**config.mk**
```make
export PLATFORM = sky130hd
export DESIGN_NAME = anim_sched
export DESIGN_NICKNAME = d
export VERILOG_FILES = /design/src/rtl/pmo_anim_pkg.sv /design/src/rtl/anim_sched_frame_ticker.sv /design/src/rtl/anim_sched.sv
export SDC_FILE = /design/constraint.sdc
export NUM_CORES = 1
export LEC_CHECK = 0
export CORE_MARGIN = 1
export CORE_UTILIZATION = 34
export CTS_BUF_LIST = sky130_fd_sc_hd__clkbuf_8
export CTS_CLUSTER_DIAMETER = 30
export DETAILED_ROUTE_END_ITERATION = 6
export HOLD_SLACK_MARGIN = 0.12
export PLACE_DENSITY_LB_ADDON = 0.05
export SYNTH_ARGS = -nofsm -noshare
export SYNTH_HDL_FRONTEND = slang
export SYNTH_SLANG_ARGS = --single-unit
```
**constraint.sdc**
```tcl
create_clock -name clk -period 1.9 [get_ports clk]
set_input_delay 0.38 -clock clk [delete_from_list [all_inputs] [get_ports clk]]
set_output_delay 0.38 -clock clk [all_outputs]
set_load 0.02 [all_outputs]
```
**src/rtl/pmo_anim_pkg.sv**
```systemverilog
// Shared definitions for the pet animation path: source-select encodings,
// request bit positions and the fixed-priority winner helper.
package pmo_anim_pkg;

  // Sprite source driven onto anim_sel
  typedef enum logic [1:0] {
    ANIM_IDLE  = 2'd0,
    ANIM_EAT   = 2'd1,
    ANIM_PLAY  = 2'd2,
    ANIM_SLEEP = 2'd3
  } anim_t;

  // Scheduler states
  typedef enum logic {
    ST_IDLE = 1'b0,
    ST_PLAY = 1'b1
  } state_t;

  // Bit positions of the action request / pending vectors
  localparam int REQ_EAT   = 0;
  localparam int REQ_PLAY  = 1;
  localparam int REQ_SLEEP = 2;

  // Fixed priority: sleep > eat > play; idle when nothing is offered
  function automatic anim_t pick_winner(input logic [2:0] avail);
    anim_t w;
    if (avail[REQ_SLEEP]) begin
      w = ANIM_SLEEP;
    end else if (avail[REQ_EAT]) begin
      w = ANIM_EAT;
    end else if (avail[REQ_PLAY]) begin
      w = ANIM_PLAY;
    end else begin
      w = ANIM_IDLE;
    end
    return w;
  endfunction

  // Request/pending bit that belongs to an animation source
  function automatic logic [2:0] anim_bit(input anim_t a);
    logic [2:0] b;
    case (a)
      ANIM_EAT:   b = 3'b001;
      ANIM_PLAY:  b = 3'b010;
      ANIM_SLEEP: b = 3'b100;
      default:    b = 3'b000;
    endcase
    return b;
  endfunction

endpackage

```
**src/rtl/anim_sched_frame_ticker.sv**
```systemverilog
// frame_ticker: free-running prescaler that yields the per-frame enable.
// wrap is the combinational terminal count (the edge on which frames
// advance); frame_tick is its registered one-cycle copy. clr restarts the
// count so a newly granted animation gets a full first frame.
module frame_ticker #(
  parameter int TICK_DIV = 10_000_000
) (
  input  logic clk,
  input  logic rst,
  input  logic clr,
  output logic wrap,
  output logic frame_tick
);
  localparam int CNT_W = $clog2(TICK_DIV);

  logic [CNT_W-1:0] count;

  assign wrap = (count == CNT_W'(TICK_DIV - 1));

  // Prescaler count and registered frame enable
  always_ff @(posedge clk) begin
    if (rst) begin
      count      <= {CNT_W{1'b0}};
      frame_tick <= 1'b0;
    end else begin
      frame_tick <= wrap;
      if (clr || wrap) begin
        count <= {CNT_W{1'b0}};
      end else begin
        count <= count + CNT_W'(1);
      end
    end
  end

endmodule

```
**src/rtl/anim_sched.sv**
```systemverilog
// anim_sched: queues eat/play/sleep requests, grants them by fixed priority
// and plays each for LOOPS passes of FRAMES frames; loops the idle sprite
// otherwise. Optional feature macro: ANIM_SCHED_ABORT_EN (adds abort input
// that cancels the running action and flushes the queue).
module anim_sched
  import pmo_anim_pkg::*;
#(
  parameter int TICK_DIV = 10_000_000,
  parameter int FRAMES   = 16,
  parameter int STEP_W   = 4,
  parameter int LOOPS    = 2
) (
  input  logic              clk,
  input  logic              rst,
  input  logic [2:0]        req,
`ifdef ANIM_SCHED_ABORT_EN
  input  logic              abort,
`endif
  output logic [1:0]        anim_sel,
  output logic [STEP_W-1:0] step,
  output logic              frame_tick,
  output logic              busy,
  output logic              done
);
  localparam int                LOOP_W    = $clog2(LOOPS + 1);
  localparam logic [STEP_W-1:0] STEP_LAST = STEP_W'(FRAMES - 1);
  localparam logic [LOOP_W-1:0] LOOP_LAST = LOOP_W'(LOOPS - 1);

  state_t            state;
  state_t            state_nxt;
  logic [2:0]        pend;
  logic [2:0]        pend_nxt;
  logic [2:0]        avail;
  logic [LOOP_W-1:0] loop;
  logic [LOOP_W-1:0] loop_nxt;
  logic [STEP_W-1:0] step_nxt;
  anim_t             winner;
  anim_t             sel_nxt;
  logic              wrap;
  logic              clr;
  logic              last_frame;
  logic              finish;
  logic              abort_hit;
  logic              grant;
  logic              done_nxt;

  frame_ticker #(.TICK_DIV(TICK_DIV)) u_ticker (
    .clk        (clk),
    .rst        (rst),
    .clr        (clr),
    .wrap       (wrap),
    .frame_tick (frame_tick)
  );

  // A request offered this cycle competes alongside the queued ones
  assign avail      = pend | req;
  assign winner     = pick_winner(avail);
  assign last_frame = wrap && (step == STEP_LAST);
  assign finish     = (state == ST_PLAY) && last_frame && (loop == LOOP_LAST);
`ifdef ANIM_SCHED_ABORT_EN
  assign abort_hit  = (state == ST_PLAY) && abort;
`else
  assign abort_hit  = 1'b0;
`endif
  assign grant = !abort_hit && (avail != 3'b000) &&
                 ((state == ST_IDLE) || finish);

  // State register
  always_ff @(posedge clk) begin
    if (rst) begin
      state <= ST_IDLE;
    end else begin
      state <= state_nxt;
    end
  end

  // Next-state decode
  always_comb begin
    state_nxt = state;
    case (state)
      ST_IDLE: begin
        if (avail != 3'b000) begin
          state_nxt = ST_PLAY;
        end else begin
          state_nxt = ST_IDLE;
        end
      end
      ST_PLAY: begin
        if (abort_hit || (finish && (avail == 3'b000))) begin
          state_nxt = ST_IDLE;
        end else begin
          state_nxt = ST_PLAY;
        end
      end
      default: state_nxt = ST_IDLE;
    endcase
  end

  // Next values of step, loop, queue, source select and completion pulse
  always_comb begin
    step_nxt = step;
    loop_nxt = loop;
    pend_nxt = avail;
    sel_nxt  = anim_t'(anim_sel);
    done_nxt = 1'b0;
    clr      = 1'b0;
    if (abort_hit) begin
      // Cancel: requests arriving with abort are flushed with the queue
      step_nxt = {STEP_W{1'b0}};
      loop_nxt = {LOOP_W{1'b0}};
      pend_nxt = 3'b000;
      sel_nxt  = ANIM_IDLE;
      clr      = 1'b1;
    end else if (grant) begin
      // New action starts; its own request is absorbed, not queued
      step_nxt = {STEP_W{1'b0}};
      loop_nxt = {LOOP_W{1'b0}};
      pend_nxt = avail & ~anim_bit(winner);
      sel_nxt  = winner;
      clr      = 1'b1;
      done_nxt = finish;
    end else if (finish) begin
      step_nxt = {STEP_W{1'b0}};
      loop_nxt = {LOOP_W{1'b0}};
      sel_nxt  = ANIM_IDLE;
      done_nxt = 1'b1;
    end else if (last_frame) begin
      // End of a pass: idle simply wraps, an action counts the pass
      step_nxt = {STEP_W{1'b0}};
      if (state == ST_PLAY) begin
        loop_nxt = loop + LOOP_W'(1);
      end else begin
        loop_nxt = loop;
      end
    end else if (wrap) begin
      step_nxt = step + STEP_W'(1);
    end else begin
      step_nxt = step;
    end
  end

  // Registered outputs and scheduler datapath
  always_ff @(posedge clk) begin
    if (rst) begin
      anim_sel <= ANIM_IDLE;
      step     <= {STEP_W{1'b0}};
      busy     <= 1'b0;
      done     <= 1'b0;
      pend     <= 3'b000;
      loop     <= {LOOP_W{1'b0}};
    end else begin
      anim_sel <= sel_nxt;
      step     <= step_nxt;
      busy     <= (sel_nxt != ANIM_IDLE);
      done     <= done_nxt;
      pend     <= pend_nxt;
      loop     <= loop_nxt;
    end
  end

endmodule

```
==> reports/metrics.yaml <==
synth:
  synthTopCellsByCount: "39 x dfxtp_1, 33 x nor2_1, 17 x xnor2_1, 13 x nand2_1"
  ys_ff_latch: 39
  yosysTopAreaCellShare_pct: 44.80
  synth.most_common_cell: "dfxtp_1"
  async_flop_share_pct: 0
  netlist_area_um2: 1743
  synth_nets: 207
  syn_inst: 199
  synth_cell_types: 38
  avgSynthCellArea_um2: 8.758
  synth_warnings: 0
  synth_seq_area_share_pct: 44.80
  synth_ff_type: "dfxtp_1"
  synthTopCellsByArea: "dfxtp_1 45%, xnor2_1 8.5%, nor2_1 7.1%"
  synth_edf_count: 0
  yosys.area.top_type: "dfxtp_1"
floorplan:
  fp.dieArea_um2: 5416
  start_util_pct: 36.18
  rows: 25
  fp.coreArea_um2: 4817
  die_height_um: 73.60
  ioPinCount: 14
  die_w_um: 73.60
hold_path:
  hp-class: "reg2reg"
detailed_routing:
  drc: 0
  ant_nets: 0
  vias: 1534
  drtIter0Drc: 55
  vias_per_cell: 4.901
  wl_um: 3993
  drt-wirelength-per-cell_um: 12.76
  firstDrtPassIters: 4
sta:
  final_max_slew_viol_count: 0
  maxSlewHeadroom_pct: 77.84
  rsz0062_at_grt: "true"
  fmaxAchievable_mhz: 527.1
  finalHoldViolCount: 0
  worstMarginPinSlew_ns: 0.3294
  min_period_over_period_pct: 99.86
  period_minus_slack_ns: 1.897
  finalSetupViolations: 0
  finalSetupTns_ns: 0
  skew_ns: 0.008237
  layout_setup_ws_ns: 0.002689
global_routing:
  grt_pass1_vias: 1574
  grt_use_total_pct: 17.23
  grt_max_degree: 25
  overflow: 0
  antenna_found_initial: 0
  grt_pass1_wl_um: 7010
setup_path:
  cp_max_fo: 4
  end_kind: "register"
  cp_common_cell: "or4_4"
  cp_top_family: "simple AND/OR/NAND/NOR gates"
  cp_cell_sequence: "ha_4 -> nand2_4 -> or4_4 -> or4_4 -> o311ai_4 -> or2_1"
  cp_slowest_cell: "or4_4"
  crit_required_ns: 2.14
  path_buf_inv: 0
  cp-start-kind: "register"
  max_stage_delay_ns: 0.56
  crit_type: "reg2reg"
  worstPathArrival_ns: 2.14
clock_network:
  clockBufferDepth: 2
  cts-root-buf: "clkbuf_8"
  htreeDepth: 2
  insertion_delay_ns: 0.29
  cts_tree: "built"
  clkTransAtPathRegs_ns: 0.08
  numCtsBuffers: 5
  clock-sinks: 39
  postCtsHoldBufs: 0
placed_design:
  hpwl_um: 2916
  pre_cts_ws_ns: -0.1152
  gp_congestion: 0.7904
  dpl-instance-area_um2: 2190
  portBuffers: 13
finish:
  area.growth.synth_to_final_pct: 36.54
  finish.instance_area_um2: 2380
  fillers: 486
  drive_gt1_share_pct: 22.76
  nNetsFinal: 254
  diodes: 0
  fin_util_pct: 49.40
power:
  sw_frac_of_total_pct: 22.78
  p_clk_share_pct: 37.1
  p_leak_nw: 0.8449
  power_density_nw_per_um2: 638.4
  switchingPower_uw: 346.0
  intPower_mw: 1.173
  combPwrFrac_pct: 7.4
  ir_drop_mv: 0.3447
  seq_power_share_pct: 55.5
outcome:
  status: "complete, no violations"
flow_run:
  drv_cap: 0
[power by group through the flow]
stage | registers (mW) | logic (mW) | clock network, mW
2_1_floorplan | 0.868 | 0.0403 | 0
3_3_place_gp | 0.860 | 0.103 | 0
3_5_place_dp | 0.861 | 0.105 | 0
4_1_cts | 0.843 | 0.109 | 0.583
5_1_grt | 0.844 | 0.124 | 0.618
6_report | 0.843 | 0.112 | 0.564
[metrics by stage]
| stage | hold slack [ns] | power, mW | cells |
|---|---|---|---|
| after CTS | 0.4798 | 1.534 | 312 |
| after floorplan | 0.4208 | 0.9083 | 199 |
| final | 0.4749 | 1.519 | 313 |
| after detailed placement | 0.4676 | 0.9658 | 305 |
| after global placement | 0.4542 | 0.9635 | 305 |
| after global routing | 0.4908 | 1.586 | 313 |
[worst min-delay path: cells and delay by family, from the launching register on]
family,cells,cell delay (ns)
DFF,1,0.33
AOI/OAI and AO/OA,1,0.05
and+or+nand+nor,1,0.06
[flip-flops by register name, indices dropped and copies added (netlist names)]
name,cells
u_ticker.count,24
pend,3
loop,2
done,1
anim_sel,2
busy,1
step,4
state,1
u_ticker.frame_tick,1
[final cells by class]
class	count	area [um^2]	share of cell area [%]
clock buffer	6	82.58	3.470
clock inverter	1	5.005	0.2103
tap	67	83.83	3.523
inverter	9	33.78	1.420
sequential	39	783.3	32.91
multi-input combinational	145	1001	42.06
timing repair buffer	46	390.4	16.40
[kinds of logic after synthesis]
family                     count (synthesis)  synth area share (%)
AOI/OAI and AO/OA                         18                 6.747
and+or+nand+nor                          100                 30.72
buffers and inverters                     15                 3.374
adders and majority gates                  3                 2.154
xor gates and xnor gates                  23                 11.56
muxes                                      1                0.6460
DFF                                       39                 44.80
[cells in the final DEF, fill, tap and decap left out, drive strengths merged, types with 5 or more instances in the layout]
cell type      count
nor3               8
buf               33
a21oi              5
clkdlybuf4s50     13
xnor2             17
inv                9
nand4              9
xor2               6
clkbuf             6
nor4               6
and3               5
nand3             10
nor2              33
nand2             13
dfxtp             39
[layer usage]
layer	GRT usage [%]	part of all wire, %
met4	7.906	2.0
met2	29.15	50
met3	4.938	2.4
met5	0	0
met1	20.05	46
[what timing repair did]
action,4_1_cts,5_1_grt
endpoints found under the setup margin,1,36
gates resized for setup,4,10
buffers inserted,0,1
pin swaps,2,4
[path summary, 6_finish.rpt]
kind	from	endpoint	slack [ns]	depth (start not counted)
max	u_ticker.count[1]	busy	0.003	6
min	loop[0]	loop[0]	0.47	2
max reg2reg	u_ticker.count[1]	busy	0.003	6
min reg2reg	loop[0]	loop[0]	0.47	2
No activity file was read; power rests on OpenSTA's default activity.
==> RTL change, RTL diff (same settings) <==
The parameter `FRAMES` goes from 16 to 8.
--- a/src/rtl/anim_sched.sv
+++ b/src/rtl/anim_sched.sv
@@ -7,5 +7,5 @@
 #(
   parameter int TICK_DIV = 10_000_000,
-  parameter int FRAMES   = 16,
+  parameter int FRAMES   = 8,
   parameter int STEP_W   = 4,
   parameter int LOOPS    = 2
Function: no difference found for any inputs over 10 cycles, from zero or initial values and one cycle with rst high; that may be too few to reach the edited logic, so the function may still have changed.
==> RTL change against the original RTL <==
Global-route usage fell by 2.2 points; die area rose by 0.78%; total power rose by 9.6%; core utilization rose by 0.61 points; setup slack improved by 0.012 ns; count of clock-buffer cells in the layout did not move; sequential cell count did not move; cell area rose by 1.9%; wire length fell by 4.5%; area after synthesis rose by 0.79%; largest cell class unchanged; first-iteration DRC count rose by 9.1%; clock power rose by 27%; critical path depth did not move.
==> RTL change: results (changes against the original RTL) <==
Status
  – Status: completed (unchanged)

Global route
  – GRT met2 Usage: 0.248 (was 0.292)
  – First-pass GRT wire length: 6180 um (was 7010 um)
  – GRT Overall Usage: 0.151 (was 0.172)
  – Met1 Use GR: 0.184 (was 0.201)

Drt
  – DR iter-0 viols: 60 (was 55)
  – Final wirelength: 3820 um (was 3990 um)
  – DRT met1 WL: 1820 um (was 1830 um)
  – Wire length on met2: 1800 um (was 1990 um)
  – Metal3 WL: 136 um (was 94 um)

Power
  – Worst VDD drop: 0.436 mV (was 0.345 mV)
  – Sequential Power Share: 0.506 (was 0.555)
  – Pleak: 0.000888 uW (was 0.000845 uW)
  – Psw: 354 uW (was 346 uW)
  – Clock power share: 0.429 (was 0.371)

Cells and area
  – Fin nets: 256 (was 254)
  – Synth-to-Final Area Change: 38.0% (was 36.5%)
  – Buffers excl. clock: 49 (was 46)
  – # fillers: 476 (was 486)
  – Sequential cells: 39 (unchanged)
  – Layout cells sized above 1: 0.241 (was 0.228)

Placement
  – GP Congestion: 0.818 (was 0.790)
  – DP HPWL: 2710 um (was 2920 um)

Timing
  – Worst-Margin Slew: 0.337 ns (was 0.329 ns)

Worst setup path
  – CP max stage delay: 0.54 ns (was 0.56 ns)
RTL change: per-stage QoR:
stage          cells  hold WS, ns  TNS [ns]   util  power [uW]
2_1_floorplan    199        0.421         0      -         909
6_report         316        0.481         0  0.500        1670
3_3_place_gp     304        0.452     -1.78  0.454         965
5_1_grt          316        0.501    -0.259  0.500        1740
3_5_place_dp     304        0.469     -2.90  0.454         965
4_1_cts          312        0.479         0  0.484        1690
RTL change: timing repair:
item | 4_1_cts | 5_1_grt
setup buffers | 0 | 4
pin swaps | 2 | 6
endpoints found under the hold margin | 0 | 0
gates resized for setup | 5 | 7
setup endpoints to repair | 3 | 8
RTL change: kinds of logic after synthesis:
family          after synthesis  synth area share
simple gates                102             0.315
flops                        39             0.444
buf+inv                      14            0.0313
fa+ha+maj                     3            0.0214
xor+xnor                     23             0.115
mux                           2            0.0121
compound gates               16            0.0613
